$ cat config.mk
export PLATFORM = sky130hd
export DESIGN_NAME = tag_array_nway
export DESIGN_NICKNAME = d
export VERILOG_FILES = /design/src/rtl/tag_array_pkg.sv /design/src/rtl/tag_way_bank.sv /design/src/rtl/tag_array_nway.sv
export SDC_FILE = /design/constraint.sdc
export NUM_CORES = 2
export LEC_CHECK = 0
export BUFFER_PORTS_ARGS = -buffer_cell sky130_fd_sc_hd__buf_2
export CAP_MARGIN = 20
export CORE_MARGIN = 2
export CORE_UTILIZATION = 41
export CTS_CLUSTER_SIZE = 24
export DETAILED_ROUTE_END_ITERATION = 7
export GPL_ROUTABILITY_DRIVEN = 0
export GPL_TIMING_DRIVEN = 0
export PLACE_DENSITY = 0.64
export SLEW_MARGIN = 25
export SYNTH_ARGS = -nofsm -noshare
export SYNTH_HDL_FRONTEND = slang
export SYNTH_SLANG_ARGS = --single-unit
$ cat constraint.sdc
create_clock -name CLK -period 5.3 [get_ports CLK]
set_input_delay 1.06 -clock CLK [delete_from_list [all_inputs] [get_ports CLK]]
set_output_delay 1.06 -clock CLK [all_outputs]
set_load 0.05 [all_outputs]
$ cat src/rtl/tag_array_pkg.sv
// Shared types and helpers for the N-way set-associative tag store.
// Provides the flush FSM state type, way-index width derivation and hit encoding.
package tag_array_pkg;

    localparam int DEF_WAYS  = 2;
    localparam int DEF_SETS  = 32;
    localparam int DEF_TAG_W = 22;

    typedef enum logic {
        ST_IDLE  = 1'b0,
        ST_FLUSH = 1'b1
    } state_t;

    function automatic int way_w(input int ways);
        return (ways > 1) ? $clog2(ways) : 1;
    endfunction

    // Lowest set bit wins, so an illegal multi-way match still yields a stable index.
    function automatic logic [2:0] onehot_to_idx(input logic [7:0] vec);
        logic [2:0] idx;
        idx = '0;
        for (int i = 7; i >= 0; i--) begin
            if (vec[i]) idx = 3'(i);
        end
        return idx;
    endfunction

endpackage

$ cat src/rtl/tag_way_bank.sv
// One way of the tag store: tag/valid storage, write port and lookup compare.
// Optional even-parity storage per entry when TAG_PARITY_EN is defined.
module tag_way_bank #(
    parameter int SETS  = 32,
    parameter int TAG_W = 22,
    parameter int IDX_W = $clog2(SETS)
) (
    input  logic             CLK,
    input  logic             RSTn,
    input  logic             wr_en,
    input  logic [IDX_W-1:0] wr_index,
    input  logic [TAG_W-1:0] wr_tag,
    input  logic             inv_en,
    input  logic [IDX_W-1:0] inv_index,
    input  logic             flush_en,
    input  logic [IDX_W-1:0] flush_index,
    input  logic [IDX_W-1:0] rd_index,
    input  logic [TAG_W-1:0] cmp_tag,
    output logic             match,
    output logic             rd_valid,
    output logic [TAG_W-1:0] rd_tag,
    output logic             par_err
);

    logic [SETS-1:0]  valid_q;
    logic [SETS-1:0]  valid_d;
    logic [TAG_W-1:0] tag_q [SETS];
    logic             par_ok;

    // Invalidate is applied last so it wins over a fill of the same line.
    always_comb begin
        valid_d = valid_q;
        if (flush_en) valid_d[flush_index] = 1'b0;
        if (wr_en)    valid_d[wr_index]    = 1'b1;
        if (inv_en)   valid_d[inv_index]   = 1'b0;
    end

    always_ff @(posedge CLK or negedge RSTn) begin
        if (!RSTn) valid_q <= '0;
        else       valid_q <= valid_d;
    end

    always_ff @(posedge CLK) begin
        if (wr_en) tag_q[wr_index] <= wr_tag;
    end

`ifdef TAG_PARITY_EN
    logic [SETS-1:0] par_q;

    always_ff @(posedge CLK) begin
        if (flush_en) par_q[flush_index] <= 1'b0;
        if (wr_en)    par_q[wr_index]    <= ^wr_tag;
    end

    assign par_ok = (par_q[rd_index] == ^tag_q[rd_index]);
`else
    assign par_ok = 1'b1;
`endif

    assign rd_valid = valid_q[rd_index];
    assign rd_tag   = tag_q[rd_index];
    assign match    = rd_valid && par_ok && (tag_q[rd_index] == cmp_tag);
    assign par_err  = rd_valid && !par_ok;

endmodule

$ cat src/rtl/tag_array_nway.sv
// N-way set-associative tag store: registered lookup, fill/invalidate, round-robin
// victim pointers and a one-set-per-cycle flush. Parity option: TAG_PARITY_EN.
//
// state    | meaning
// ST_IDLE  | accepting lookups, fills, invalidates and flush requests
// ST_FLUSH | clearing set cnt_q each cycle; all requests ignored, busy high
module tag_array_nway
    import tag_array_pkg::*;
#(
    parameter int WAYS  = DEF_WAYS,
    parameter int SETS  = DEF_SETS,
    parameter int TAG_W = DEF_TAG_W,
    localparam int IDX_W = $clog2(SETS),
    localparam int WAY_W = way_w(WAYS)
) (
    input  logic             CLK,
    input  logic             RSTn,
    input  logic             lk_valid,
    input  logic [IDX_W-1:0] lk_index,
    input  logic [TAG_W-1:0] lk_tag,
    output logic             rsp_valid,
    output logic             rsp_hit,
    output logic [WAY_W-1:0] rsp_way,
    output logic [WAY_W-1:0] rsp_victim_way,
    output logic             rsp_victim_valid,
    output logic [TAG_W-1:0] rsp_victim_tag,
    input  logic             wr_en,
    input  logic [IDX_W-1:0] wr_index,
    input  logic [WAY_W-1:0] wr_way,
    input  logic [TAG_W-1:0] wr_tag,
    input  logic             inv_en,
    input  logic [IDX_W-1:0] inv_index,
    input  logic [WAY_W-1:0] inv_way,
    input  logic             flush_req,
    output logic             busy,
    output logic             parity_err
);

    state_t           state_q;
    logic [IDX_W-1:0] cnt_q;
    logic             busy_q;

    logic lk_acc, wr_acc, inv_acc, flush_en;
    assign lk_acc   = lk_valid && !busy_q;
    assign wr_acc   = wr_en    && !busy_q;
    assign inv_acc  = inv_en   && !busy_q;
    assign flush_en = (state_q == ST_FLUSH);

    logic [WAYS-1:0]  match_vec;
    logic [WAYS-1:0]  rd_valid_vec;
    logic [WAYS-1:0]  perr_vec;
    logic [TAG_W-1:0] rd_tag_arr [WAYS];

    for (genvar w = 0; w < WAYS; w++) begin : g_way
        tag_way_bank #(
            .SETS  (SETS),
            .TAG_W (TAG_W),
            .IDX_W (IDX_W)
        ) u_bank (
            .CLK         (CLK),
            .RSTn        (RSTn),
            .wr_en       (wr_acc && (wr_way == WAY_W'(w))),
            .wr_index    (wr_index),
            .wr_tag      (wr_tag),
            .inv_en      (inv_acc && (inv_way == WAY_W'(w))),
            .inv_index   (inv_index),
            .flush_en    (flush_en),
            .flush_index (cnt_q),
            .rd_index    (lk_index),
            .cmp_tag     (lk_tag),
            .match       (match_vec[w]),
            .rd_valid    (rd_valid_vec[w]),
            .rd_tag      (rd_tag_arr[w]),
            .par_err     (perr_vec[w])
        );
    end

    logic [WAY_W-1:0] vict_way;

    if (WAYS > 1) begin : g_ptr
        logic [WAY_W-1:0] ptr_q [SETS];

        // Pointer advances only when the fill consumes the current victim.
        always_ff @(posedge CLK or negedge RSTn) begin
            if (!RSTn) begin
                for (int s = 0; s < SETS; s++) ptr_q[s] <= '0;
            end else if (flush_en) begin
                ptr_q[cnt_q] <= '0;
            end else if (wr_acc && (wr_way == ptr_q[wr_index])) begin
                ptr_q[wr_index] <= ptr_q[wr_index] + 1'b1;
            end
        end

        assign vict_way = ptr_q[lk_index];
    end else begin : g_noptr
        assign vict_way = '0;
    end

    always_ff @(posedge CLK or negedge RSTn) begin
        if (!RSTn) begin
            state_q <= ST_IDLE;
            cnt_q   <= '0;
            busy_q  <= 1'b0;
        end else begin
            case (state_q)
                ST_IDLE: begin
                    if (flush_req) begin
                        state_q <= ST_FLUSH;
                        cnt_q   <= '0;
                        busy_q  <= 1'b1;
                    end
                end
                ST_FLUSH: begin
                    cnt_q <= cnt_q + 1'b1;
                    if (cnt_q == IDX_W'(SETS - 1)) begin
                        state_q <= ST_IDLE;
                        busy_q  <= 1'b0;
                    end
                end
                default: state_q <= ST_IDLE;
            endcase
        end
    end

    logic             hit_any;
    logic [WAY_W-1:0] hit_way;
    assign hit_any = |match_vec;
    assign hit_way = WAY_W'(onehot_to_idx(8'(match_vec)));

    logic             rsp_valid_q, rsp_hit_q, rsp_vvalid_q, perr_q;
    logic [WAY_W-1:0] rsp_way_q, rsp_vway_q;
    logic [TAG_W-1:0] rsp_vtag_q;

    always_ff @(posedge CLK or negedge RSTn) begin
        if (!RSTn) begin
            rsp_valid_q  <= 1'b0;
            rsp_hit_q    <= 1'b0;
            rsp_way_q    <= '0;
            rsp_vway_q   <= '0;
            rsp_vvalid_q <= 1'b0;
            rsp_vtag_q   <= '0;
            perr_q       <= 1'b0;
        end else begin
            rsp_valid_q <= lk_acc;
            rsp_hit_q   <= lk_acc && hit_any;
            perr_q      <= lk_acc && (|perr_vec);
            if (lk_acc) begin
                rsp_way_q    <= hit_way;
                rsp_vway_q   <= vict_way;
                rsp_vvalid_q <= rd_valid_vec[vict_way];
                rsp_vtag_q   <= rd_tag_arr[vict_way];
            end
        end
    end

    assign rsp_valid        = rsp_valid_q;
    assign rsp_hit          = rsp_hit_q;
    assign rsp_way          = rsp_way_q;
    assign rsp_victim_way   = rsp_vway_q;
    assign rsp_victim_valid = rsp_vvalid_q;
    assign rsp_victim_tag   = rsp_vtag_q;
    assign busy             = busy_q;
    assign parity_err       = perr_q;

endmodule

==> metrics <==
row count=141; I/O Pins=96; setup ws final=-236 ps; worst hold path class=in -> async; Yosys Warn Count=0; Yosys reg bits=1538; dpl ws=-1120 ps; Avg Cell Area, Syn=19.0 sq um; Area growth syn-to-layout=18.0%; Post-Synthesis Net Count=3299; post-synthesis adder-cell area fraction=0.102%; Max Cap Violations=0; Initial DRC Count=7091; largest family of logic cells by synthesized area=multiplexers; main flop type after synthesis=edfxtp_1; commonest cells after routing, fill and taps aside=edfxtp_1 (1408), mux4_2 (313), mux2i_1 (206); commonest non-fill, non-tap cell in the layout=edfxtp_1; RSZ-0062 raised after global routing=no; Via Count=36849; crit share post-route=104%; die footprint=152000 sq um; CP Launch Type=input pin; post-synthesis sequential area ratio=74.4%; Worst path slowest cell=a211oi_1; clk slew on worst S/H paths=60 ps; CTS tree=yes; WL/cell=38.6 um; critical path class=in -> reg; number of synthesized flops with an enable pin=1408; Peak Freq=181 MHz; DP HPWL=150000 um; max-slew violations=0; number of H-tree levels=4; first-pass GRT wire length=293000 um; Yosys cell types=67; drc violations=26; WP data required=5970 ps; maximum vdd ir drop=305 uV; status=finished, violations left; Final setup viols=1; Root Buffer=clkbuf_16; post-synthesis simple-gate area fraction=3.39%; Overflow after GRT=0; Clock Latency Late Sink=800 ps; Final ANT Viol Nets=0; clock sink count=1538; critical-path cell list=buf_2 -> buf_2 -> buf_4 -> buf_2 -> clkbuf_4 -> mux2i_1 -> a221oi_1 -> a211oi_1 -> xnor2_1 -> nor4_1 -> nand4_1 -> a21bo_1; crit path DAT=6210 ps; Synth Area in XOR/XNOR=0.630%; largest fanout on the critical path=10; final WL=218000 um; minimum clock period=5540 ps; final setup TNS=-236 ps; Setup crit end kind=flop; Post-Syn Area=61200 sq um; Tot GR Track Use=28.4%; Starting Density=41.4%; post-layout util=48.8%; crit-path max cell delay=700 ps; clock skew=29.7 ps; pwr/cell area=375 nW/um^2; most frequent cell on the critical path=buf_2; post-synthesis compound-gate area fraction=4.83%; Via density=6.53; share of cells above drive strength 1=25.5%; relative slew slack=19.0%; largest net degree at the start of global routing=70; core area=148000 sq um; fin nets=3653; mux cell area share after synthesis=15.1%; Overall Power=27.1 mW; IO buf count=88; Max Buffers Root-to-Sink=3; First-pass DRT Iterations=8; synthesized instance count=3227; Worst Tran Pin Value=1210 ps; number of global-route vias before repair=34912; Pleak=24.0 nW; Die Y=390 um; Die Wd=390 um; CTS Hold Bufs=0; initial antenna violation count=10; FFs w/ async S/R, synth=8.45%; Final Hold Fails=0; failing checks=DRC, setup timing; CTS buffer count=156
==> where the power goes <==
group          leakage [nW]  internal [mW]  switching, mW
Sequential             14.4           13.5          0.232
Clock                  2.35           5.88           4.71
Combinational          7.22          0.777           1.97
==> cell families after synthesis <==
kind of cell    Yosys count
flops                  1538
mux                     530
compound gates          465
simple gates            456
buf+inv                 188
xor+xnor                 44
fa+ha+maj                 5
other cells               1
==> synth_stat cells (all sizes together) (10+ instances only) <==
cell    count  area, sq um
nor2      108          408
a32oi      12          105
a22oi      71          533
nand2b     11         68.8
a21oi     144          721
nand4      14         87.6
and2       14         87.6
xnor2      28          245
buf       116          674
nor3       11         55.1
nor2b      16          100
xor2       16          140
clkbuf     59          225
o211ai     44          330
inv        10         37.5
a221oi     32          280
dfrtp     130         3250
and3       12         75.1
nor4       10         62.6
mux2i     207         2070
edfxtp   1408        42300
o21ai      87          435
mux4      314         7080
nand2     204          766
nand3      32          160
o22ai      33          206
==> state kept, by name, summed over array words and instances (netlist names) <==
register,count
rsp_hit,1
rsp_valid,1
flush_en,1
rsp_victim_tag,22
g_way.u_bank.valid_q,64
g_ptr.ptr_q,32
busy,1
cnt_q,5
rsp_way,1
g_way.u_bank.tag_q,1408
rsp_victim_valid,1
rsp_victim_way,1
==> critical path, delay by kind of cell <==
kind | cells | cell delay, ps
muxes | 1 | 250
buffers and inverters | 5 | 2290
xor gates and xnor gates | 1 | 380
and+or+nand+nor | 2 | 910
AOI/OAI and AO/OA | 3 | 1280
==> cell type report <==
| class | instances | area, sq um |
|---|---|---|
| flip-flops and latches | 1538 | 45500 |
| plain buffers | 175 | 945 |
| repair buffers | 196 | 3190 |
| inverters | 13 | 52.6 |
| well taps | 1930 | 2410 |
| fillers | 11885 | 75800 |
| clock buffers | 218 | 4250 |
| diodes | 4 | 10.0 |
| clock inverters | 68 | 564 |
| multi-input cells | 1501 | 15300 |
==> timing repair <==
| item | in CTS | in global routing |
|---|---|---|
| setup buffers | 0 | 0 |
| gates resized for setup | 2 | 10 |
| setup endpoints to repair | 2 | 2 |
| pin swaps | 0 | 0 |
==> metrics by stage <==
stage | std cells | hold WS [ps] | cell area, sq um
floorplan | 3227 | 499 | 61200
global placement | 5245 | 461 | 64100
detailed placement | 5353 | 469 | 67300
CTS | 5639 | 207 | 72200
global route | 5639 | 249 | 72200
finish | 5643 | 208 | 72300
==> final timing paths <==
check / startpoint / to / slack (ps) / cells after the start
worst min-delay path: RSTn / rsp_valid / 210 / 1
max in group asynchronous: RSTn / rsp_victim_tag[0] / 4310 / 2
worst max register to register: g_way[0].u_bank.tag_q[9][9] / rsp_hit / 1050 / 9
min in group CLK: rsp_victim_tag[11] / rsp_victim_tag[11] / 480 / 1
worst min register to register: rsp_victim_tag[11] / rsp_victim_tag[11] / 480 / 1
worst max-delay path: lk_index[2] / rsp_hit / -240 / 12
==> per-layer routing <==
metal | wire length [um] | share of wire [%] | GRT usage [%] | vias to the layer above
li1 | - | - | - | 13932
met1 | 77800 | 36 | 38.5 | 19209
met2 | 93500 | 43 | 40.9 | 3129
met3 | 34600 | 16 | 10.6 | 571
met4 | 11800 | 5.4 | 13.0 | 8
met5 | 52 | 0.024 | 0 | -
No activity file was read; power rests on OpenSTA's default activity.
